===== config.mk =====
export PLATFORM = sky130hd
export DESIGN_NAME = tree_input_ctrl
export DESIGN_NICKNAME = d
export VERILOG_FILES = /design/src/rtl/tree_input_ctrl.sv
export SDC_FILE = /design/constraint.sdc
export NUM_CORES = 1
export LEC_CHECK = 0
export ABC_CLOCK_PERIOD_IN_PS = 2850
export CORE_ASPECT_RATIO = 0.8
export CORE_MARGIN = 4
export CORE_UTILIZATION = 40
export CTS_CLUSTER_SIZE = 10
export DETAILED_ROUTE_END_ITERATION = 16
export GPL_TIMING_DRIVEN = 0
export REMOVE_ABC_BUFFERS = 1
export SLEW_MARGIN = 5
export SYNTH_ARGS = -nofsm -noshare
export SYNTH_HDL_FRONTEND = slang
export SYNTH_SLANG_ARGS = --single-unit

===== constraint.sdc =====
create_clock -name clk_i -period 2.85 [get_ports clk_i]
set_input_delay 0.57 -clock clk_i [delete_from_list [all_inputs] [get_ports clk_i]]
set_output_delay 0.57 -clock clk_i [all_outputs]
set_load 0.03 [all_outputs]

===== src/rtl/tree_input_ctrl.sv =====
// Input-port stage of the tree router: buffers upstream packets in a small FIFO
// and steers the head packet to one of two branches by a destination-address bit.
module tree_input_ctrl #(
    parameter int WIDTH_packet = 14,
    parameter int DEPTH        = 4,
    parameter int DEST_LSB     = 10,
    parameter int DEST_W       = 4,
    parameter int LEVEL        = 0,
    parameter int CNT_W        = 16
) (
    input  logic                    clk_i,
    input  logic                    rst_i,
    input  logic                    in_valid_i,
    output logic                    in_ready_o,
    input  logic [WIDTH_packet-1:0] in_data_i,
    output logic                    out0_valid_o,
    input  logic                    out0_ready_i,
    output logic [WIDTH_packet-1:0] out0_data_o,
    output logic                    out1_valid_o,
    input  logic                    out1_ready_i,
    output logic [WIDTH_packet-1:0] out1_data_o,
    output logic [CNT_W-1:0]        cnt0_o,
    output logic [CNT_W-1:0]        cnt1_o
);

    localparam int AW = $clog2(DEPTH);
    localparam logic [AW:0] FULL_CNT = (AW+1)'(DEPTH);
    localparam int ROUTE_BIT = DEST_LSB + LEVEL;

    logic [WIDTH_packet-1:0] mem_q [DEPTH];
    logic [AW-1:0]           wr_ptr_q, wr_ptr_d;
    logic [AW-1:0]           rd_ptr_q, rd_ptr_d;
    logic [AW:0]             count_q, count_d;
    logic [CNT_W-1:0]        cnt0_q, cnt0_d;
    logic [CNT_W-1:0]        cnt1_q, cnt1_d;

    logic [WIDTH_packet-1:0] head;
    logic                    route;
    logic                    not_empty;
    logic                    push;
    logic                    pop0;
    logic                    pop1;
    logic                    pop;

    assign head      = mem_q[rd_ptr_q];
    assign route     = head[ROUTE_BIT];
    assign not_empty = (count_q != '0);

    assign in_ready_o   = (count_q != FULL_CNT);
    assign out0_valid_o = not_empty && !route;
    assign out1_valid_o = not_empty && route;
    assign out0_data_o  = head;
    assign out1_data_o  = head;
    assign cnt0_o       = cnt0_q;
    assign cnt1_o       = cnt1_q;

    assign push = in_valid_i && in_ready_o;
    assign pop0 = out0_valid_o && out0_ready_i;
    assign pop1 = out1_valid_o && out1_ready_i;
    assign pop  = pop0 || pop1;

    always_comb begin
        wr_ptr_d = wr_ptr_q;
        rd_ptr_d = rd_ptr_q;
        count_d  = count_q;
        cnt0_d   = cnt0_q;
        cnt1_d   = cnt1_q;
        if (push) begin
            wr_ptr_d = wr_ptr_q + AW'(1);
        end
        if (pop) begin
            rd_ptr_d = rd_ptr_q + AW'(1);
        end
        case ({push, pop})
            2'b10:   count_d = count_q + (AW+1)'(1);
            2'b01:   count_d = count_q - (AW+1)'(1);
            default: count_d = count_q;
        endcase
        if (pop0) begin
            cnt0_d = cnt0_q + CNT_W'(1);
        end
        if (pop1) begin
            cnt1_d = cnt1_q + CNT_W'(1);
        end
    end

    always_ff @(posedge clk_i) begin
        if (rst_i) begin
            wr_ptr_q <= '0;
            rd_ptr_q <= '0;
            count_q  <= '0;
            cnt0_q   <= '0;
            cnt1_q   <= '0;
        end else begin
            wr_ptr_q <= wr_ptr_d;
            rd_ptr_q <= rd_ptr_d;
            count_q  <= count_d;
            cnt0_q   <= cnt0_d;
            cnt1_q   <= cnt1_d;
        end
    end

    // Storage is never cleared; a push during reset is suppressed.
    always_ff @(posedge clk_i) begin
        if (!rst_i && push) begin
            mem_q[wr_ptr_q] <= in_data_i;
        end
    end

endmodule


==> results of run 1 <==
==> cell type report <==
type	instances	area, um2
multi-input combinational	181	1410
fill	830	4520
clock inverter	4	31.3
sequential	97	2510
timing repair buffer	87	851
tap	136	170
inverter	10	37.5
clock buffer	12	279
==> where the power goes <==
part           leakage [nW]  switching (mW)  internal [mW]
registers             0.842          0.0746           1.58
clock network         0.153           0.521          0.703
logic                 0.717           0.689          0.537
total                  1.71            1.28           2.82
==> state kept, by name, indices dropped and copies added, names as in the netlist, named ones only <==
register  count
cnt0_o       16
cnt1_o       16
count_q       3
mem_q        56
rd_ptr_q      2
wr_ptr_q      2
==> timing repair <==
action                                  4_1_cts  5_1_grt
setup buffers                                 3        3
cloned                                        1        0
resized for setup                             4        1
endpoints found under the setup margin       49        2
==> logic make-up (layout without fill, tap and decap cells) <==
logic type,after synthesis,count (layout)
AND/OR/NAND/NOR,98,98
AO/OA/AOI/OAI,39,39
buffers and inverters,39,113
XOR/XNOR,17,17
multiplexers,18,19
flip-flops,97,97
adder cells (fa/ha/maj),8,8
==> synthesized netlist by cell type (2+ instances only) <==
library cell  instances  area (um2)
nor4_1                4        25.0
buf_6                 2        22.5
mux4_2               13         293
xor2_1                9        78.8
nor2b_1               4        25.0
and4_1                4        35.0
or4_1                11        82.6
and2_1                6        37.5
a21oi_1              20         100
nand2_1              13        48.8
nor2_1               24        90.1
nand3_1              13        65.1
or3_1                 7        43.8
mux2_2                3        33.8
clkbuf_1             11        41.3
nand4_1               6        37.5
o21ai_0               5        25.0
o31a_1                2        17.5
and3_1                2        12.5
o31ai_1              11        82.6
xnor2_1               8        70.1
ha_1                  7        87.6
dfxtp_1              41         821
inv_1                10        37.5
edfxtp_1             56        1680
buf_4                14         105
==> worst paths after layout <==
path / from / end / slack, ps / cells past startpoint
worst min register to register: cnt1_o[11] / cnt1_o[11] / 490 / 2
worst max-delay path: flop / out0_data_o[13] / 110 / 3
worst max register to register: mem_q[3][10] / count_q[2] / 210 / 8
worst min-delay path: cnt1_o[11] / cnt1_o[11] / 490 / 2
==> routing by layer <==
layer | vias up | share of wire (%)
met2 | 65 | 45
met3 | 7 | 5.9
li1 | 1308 | -
met5 | - | 0
met1 | 1324 | 48
met4 | 0 | 0.78
==> metrics by stage <==
step                util (%)  TNS (ps)
floorplan                  -      -622
detailed placement      50.0     -5100
global route            53.9         0
global placement        50.0    -33520
finish                  53.9         0
CTS                     53.7         0
==> critical path, delay by kind of cell, from the launching register on <==
kind	cells	cell delay, ps
multiplexers	1	630
flip-flops	1	370
buffers and inverters	2	830
==> summary.txt, run 1 <==
Initial DRC Count: 111
fin area: 5290 um2
ant diodes: 0
PortBufs: 81
leading cell type in the layout, fill and taps excluded: clkdlybuf4s50_1
vias in the first global route: 2,685
Post-synth EDFFs: 56
1st-pass router iterations: 4
# DRC: 0
DP Worst Slack: -648 ps
Simple-Gate Fraction of Synth Area: 13.0%
DP HPWL: 5390 um
Critical Path Sink Type: output port
largest family of logic cells by synthesized area: simple AND/OR/NAND/NOR gates
cell area after synthesis: 4100 um2
Unique masters post-synth: 36
max-cap check violation count: 0
via count: 2,704
crit path launch type: flop
core area: 9810 um2
Post-Syn Instances: 316
worst-margin pin slew: 798 ps
Worst Hold Class: reg -> reg
width of the die: 121 um
most frequent cells in the layout: clkdlybuf4s50_1 (80), edfxtp_1 (56), dfxtp_1 (39)
Pins Over Slew Limit: 0
post-synthesis compound-gate area fraction: 5.67%
Crit path required time: 2280 ps
Final Skew: 6.09 ps
Mean Syn Cell Area: 13.0 um2
final non-filler cell total: 527
sinks on the clock net: 97
unrepaired setup endpoints after global routing: no
first-pass GRT wire length: 13,600 um
synth-to-layout area growth: 29.0%
Critical Path, Cell by Cell: buf_4 > mux4_1 > clkdlybuf4s50_1
# rows: 32
initial antenna violation count: 0
Post-Route WL: 8450 um
Post-synth ARST share: 0%
Final min period: 2740 ps
Tot GR Track Use: 14.5%
antenna-violating nets left: 0
total gr overflow: 0
adder-cell share of the synthesized area: 2.62%
CTS clock-pin slew for the worst setup and hold paths: 70 ps
Peak VDD IR: 0.457 mV
outcome: finished clean
final setup vio count: 0
Post-Synth XOR/XNOR Area: 3.63%
critical path arrival: 2170 ps
max incr delay on CP: 630 ps
Via density: 5.13
fraction of layout cells with a size suffix above 1: 10.7%
maximum clock path buffer count: 2
CTS tree: done
met2 GRT Util: 22.5%
Die Y: 98.6 um
setup ws final: 112 ps
Main synth FF type: edfxtp_1
starting density of the core: 41.8%
CP Class: reg -> out
met1 GRT Util: 19.1%
layer with the highest usage: met2
Final Power: 4.10 mW
CTS root buf: clkbuf_16
pwr dens: 776 nW/um2
slew margin rel.: 46.8%
Static Leakage: 1.71 nW
H-Tree Level Count: 3
Cell Area, Placed: 4900 um2
number of instances in the placed design: 504
Hold-fix buffers, CTS: 0
met3 GRT Util: 5.57%
die area: 12,000 um2
fin crit share: 96.1%
Slowest-stage cell, CP: mux4_1
Crit Path Max Fanout: 8
Fin. Hold Viols: 0
CTS Buf Count: 9
highest clock rate: 365 MHz
Net count, final: 413
mux cell area share after synthesis: 8.84%
Synth Register Bits: 97
largest net degree at the start of global routing: 44
GP Congestion: 0.736
Hold Slack: 495 ps
I/O pin count: 82
YS warnings: 0
Worst-Skew Late Latency: 340 ps
register area share after synthesis: 61.0%
WL/cell: 16.0 um
No activity file was read; power rests on OpenSTA's default activity.
==> run 2, diff against run 1 <==
--- a/config.mk
+++ b/config.mk
@@ -7,8 +7,7 @@
 export LEC_CHECK = 0
 export ABC_CLOCK_PERIOD_IN_PS = 2850
 export CORE_ASPECT_RATIO = 0.8
-export CORE_MARGIN = 4
-export CORE_UTILIZATION = 40
+export CORE_UTILIZATION = 35
 export CTS_CLUSTER_SIZE = 10
 export DETAILED_ROUTE_END_ITERATION = 16
 export GPL_TIMING_DRIVEN = 0
==> summary.txt, run 2 (synthesis results as in run 1) <==
DP HPWL: 5200 um
Via density: 5.09
ant diodes: 0
Pins Over Slew Limit: 0
Post-Route WL: 8270 um
Worst Hold Class: reg -> reg
WL/cell: 15.6 um
most frequent cells in the layout: clkdlybuf4s50_1 (79), edfxtp_1 (56), dfxtp_1 (39)
Crit Path Max Fanout: 11
maximum clock path buffer count: 2
Tot GR Track Use: 14.6%
R2R Path Start: mem_q[3][10]
highest clock rate: 362 MHz
core area: 11,100 um2
antenna-violating nets left: 0
fraction of layout cells with a size suffix above 1: 9.04%
Crit path required time: 2280 ps
critical path arrival: 2190 ps
reg2reg end: count_q[2]
Worst-Skew Late Latency: 330 ps
# DRC: 0
initial antenna violation count: 0
Setup crit start: mem_q[3][10]
PortBufs: 81
TNS Setup: 0 ps
Largest register FFs: 56
last element of the critical path: out1_valid_o
CTS tree: done
Largest Register: mem_q
worst hold path depth: 2
worst-margin pin slew: 825 ps
width of the die: 123 um
number of instances in the placed design: 512
Static Leakage: 1.68 nW
final non-filler cell total: 531
fin crit share: 96.9%
# rows: 34
CP Class: reg -> out
GP Congestion: 0.704
total gr overflow: 0
final setup vio count: 0
H-Tree Level Count: 3
Critical Path Sink Type: output port
first-pass GRT wire length: 13,000 um
via count: 2,702
Net count, final: 409
max-cap check violation count: 0
CTS Buf Count: 9
crit path launch type: flop
leading cell type in the layout, fill and taps excluded: clkdlybuf4s50_1
FF-to-FF setup slack: 160 ps
Final Skew: 4.74 ps
Fin. Hold Viols: 0
1st-pass router iterations: 4
unrepaired setup endpoints after global routing: no
vias in the first global route: 2,562
pwr dens: 754 nW/um2
synth-to-layout area growth: 27.6%
Reg2Reg Depth: 8
Die Y: 98.8 um
outcome: finished clean
largest net degree at the start of global routing: 44
die area: 12,200 um2
sinks on the clock net: 97
I/O pin count: 82
setup ws final: 87.5 ps
DP Worst Slack: -641 ps
starting density of the core: 36.8%
CTS root buf: clkbuf_16
Initial DRC Count: 158
Peak VDD IR: 0.357 mV
Final min period: 2760 ps
CTS clock-pin slew for the worst setup and hold paths: 60 ps
slew margin rel.: 45.0%
run 2: worst max-delay path, stage by stage, from the launching register on:
cell             delay, ps
edfxtp_1               420
mux4_2                 640
nor2b_1                190
clkdlybuf4s50_1        610
run 2: through the flow:
| step | cell area (um2) | total power, mW | util [%] | hold WS [ps] |
|---|---|---|---|---|
| floorplan | 3930 | 2.40 | - | 463 |
| global placement | 4920 | 2.85 | 44.1 | 471 |
| detailed placement | 4910 | 2.86 | 44.1 | 488 |
| CTS | 5230 | 4.00 | 46.9 | 496 |
| global route | 5240 | 4.15 | 47.0 | 520 |
| finish | 5240 | 3.95 | 47.0 | 490 |
run 2: how the worst min path moves through the flow:
stage / endpoint / slack (ps) / startpoint
3_5_place_dp: cnt0_o[15] / 490 / cnt0_o[15]
6_report: cnt0_o[15] / 490 / cnt0_o[15]
3_3_place_gp: cnt0_o[15] / 470 / cnt0_o[15]
4_1_cts: cnt1_o[11] / 500 / cnt1_o[11]
5_1_grt: cnt0_o[14] / 520 / cnt0_o[14]
2_1_floorplan: wr_ptr_q[1] / 460 / wr_ptr_q[1]
run 2: report_power, final:
group / switching [mW] / leakage [nW] / internal, mW
Combinational: 0.686 / 0.714 / 0.514
Sequential: 0.0748 / 0.842 / 1.58
Clock: 0.481 / 0.124 / 0.613
run 2: metal layers:
metal | part of all wire, % | up-vias | track usage [%]
met4 | 0.89 | 0 | 4.91
met1 | 48 | 1319 | 19.2
li1 | - | 1304 | -
met3 | 6.4 | 6 | 5.56
met2 | 45 | 73 | 22.1
met5 | 0 | - | 0
run 2: final cells by class:
| type | instances | area [um2] |
|---|---|---|
| Clock buffer | 13 | 250 |
| Sequential cell | 97 | 2510 |
| Timing Repair Buffer | 83 | 823 |
| Multi-Input combinational cell | 181 | 1420 |
| Clock inverter | 3 | 18.8 |
| Inverter | 10 | 37.5 |
| Tap cell | 144 | 180 |
| Fill cell | 1016 | 5910 |
run 2: what timing repair did:
action	4_1_cts	5_1_grt
hold buffers	0	0
setup endpoints to repair	50	2
endpoints found under the hold margin	0	0
setup buffers	2	0
resized for setup	4	2
pin swaps	0	0
gates cloned	1	0
==> run 3, diff against run 2 <==
--- a/config.mk
+++ b/config.mk
@@ -6,11 +6,12 @@
 export NUM_CORES = 1
 export LEC_CHECK = 0
 export ABC_CLOCK_PERIOD_IN_PS = 2850
+export CAP_MARGIN = 30
 export CORE_ASPECT_RATIO = 0.8
 export CORE_UTILIZATION = 35
 export CTS_CLUSTER_SIZE = 10
 export DETAILED_ROUTE_END_ITERATION = 16
-export GPL_TIMING_DRIVEN = 0
+export PLACE_DENSITY = 0.67
 export REMOVE_ABC_BUFFERS = 1
 export SLEW_MARGIN = 5
 export SYNTH_ARGS = -nofsm -noshare
==> summary.txt, run 3 (synthesis results as in run 1) <==
GP Congestion: 0.792
WL/cell: 14.9 um
number of cells on the critical path: 3
total gr overflow: 0
CTS clock-pin slew for the worst setup and hold paths: 60 ps
synth-to-layout area growth: 28.5%
slew margin rel.: 33.7%
clock share of power: 28.4%
PortBufs: 81
maximum clock path buffer count: 2
Hold-fix buffers, CTS: 0
Largest register FFs: 56
Internal Pwr Total: 2.69 mW
die area: 12,200 um2
Slowest-stage cell, CP: clkdlybuf4s50_1
Die Y: 98.8 um
Critical Path, Cell by Cell: buf_4 > mux4_2 > clkdlybuf4s50_1
Net count, final: 416
pwr dens: 755 nW/um2
Crit Path Max Fanout: 9
setup ws final: 145 ps
I/O pin count: 82
Initial DRC Count: 95
unrepaired setup endpoints after global routing: no
critical path arrival: 2140 ps
CTS tree: done
Final Skew: 8.36 ps
H-Tree Level Count: 3
CTS Buf Count: 9
max incr delay on CP: 610 ps
Final min period: 2710 ps
sinks on the clock net: 97
Worst Hold Class: reg -> reg
worst-margin pin slew: 987 ps
ant diodes: 0
Final Power: 3.98 mW
core area: 11,100 um2
final setup vio count: 0
fin crit share: 94.9%
CP Class: reg -> out
Pins Over Slew Limit: 0
worst hold path depth: 2
starting density of the core: 36.8%
first-pass GRT wire length: 13,300 um
1st-pass router iterations: 4
Peak VDD IR: 0.366 mV
fraction of layout cells with a size suffix above 1: 10.9%
switching portion of total power: 32.3%
outcome: finished clean
Largest Register: mem_q
Reg2Reg Depth: 8
largest net degree at the start of global routing: 43
setup bufs post-CTS: 0
sequential fraction of design power: 41.1%
Crit path required time: 2280 ps
highest clock rate: 370 MHz
# rows: 34
# DRC: 0
CP Buf/Inv Count: 2
Static Leakage: 1.72 nW
Comb pwr share: 30.5%
Via density: 5.01
Worst-Skew Late Latency: 340 ps
NetSw: 1.28 mW
Fin. Hold Viols: 0
top cell family by delay on the critical path: buffers and inverters
crit path launch type: flop
DP HPWL: 5370 um
width of the die: 123 um
CTS root buf: clkbuf_16
Critical Path Sink Type: output port
most frequent cells in the layout: clkdlybuf4s50_1 (77), edfxtp_1 (56), dfxtp_1 (41)
leading cell type in the layout, fill and taps excluded: clkdlybuf4s50_1
Post-Route WL: 7990 um
DP Worst Slack: 105 ps
vias in the first global route: 2,643
antenna-violating nets left: 0
Hold Slack: 480 ps
via count: 2,697
initial antenna violation count: 0
Tot GR Track Use: 14.3%
max-cap check violation count: 0
run 3: worst register-to-register path, stage by stage, from the launching register on:
cell and delay [ps]:
dfxtp_1 380, mux4_2 570, mux2_2 300, ha_1 200, inv_1 60, fa_1 380, xor2_1 160, or3_1 310
a21oi_1 130
run 3: power by group through the flow:
stage / sequential (mW) / combinational, mW / clock (mW)
2_1_floorplan: 1.70 / 0.701 / 0
3_3_place_gp: 1.66 / 1.21 / 0
3_5_place_dp: 1.66 / 1.23 / 0
4_1_cts: 1.63 / 1.23 / 1.17
5_1_grt: 1.65 / 1.31 / 1.24
6_report: 1.63 / 1.21 / 1.13
run 3: metrics by stage:
stage | utilization, % | cells | cell area, um2 | TNS, ps
global route | 47.3 | 538 | 5270 | 0
global placement | 44.8 | 522 | 4990 | 0
floorplan | - | 287 | 3930 | -622
detailed placement | 44.8 | 522 | 4990 | 0
finish | 47.3 | 538 | 5270 | 0
CTS | 47.3 | 538 | 5270 | 0
run 3: worst paths after layout:
path,from,to,slack (ps)
setup / recovery,flop,out1_data_o[5],140
setup reg to reg,flop,count_q[2],290
hold reg to reg,cnt0_o[15],cnt0_o[15],480
hold / removal,cnt0_o[15],cnt0_o[15],480
run 3: repair_timing:
item                                    in CTS  in global routing
endpoints found under the setup margin       1                  2
endpoints found under the hold margin        0                  0
gates resized for setup                      1                  2
pin swaps                                    0                  0
run 3: layer usage:
metal	vias to the layer above	share of wire (%)	GRT usage, %
met5	-	0	0
met4	0	0.75	3.61
met3	10	6.0	5.96
met2	65	47	22.5
met1	1303	46	18.0
li1	1319	-	-
run 3: area by class of cell:
type / instances / area [um2]
Sequential cell: 97 / 2500
Inverter: 10 / 37.5
Clock inverter: 6 / 51.3
Multi-Input combinational cell: 180 / 1390
Clock buffer: 10 / 229
Tap cell: 144 / 180
Fill cell: 991 / 5870
Timing Repair Buffer: 91 / 887
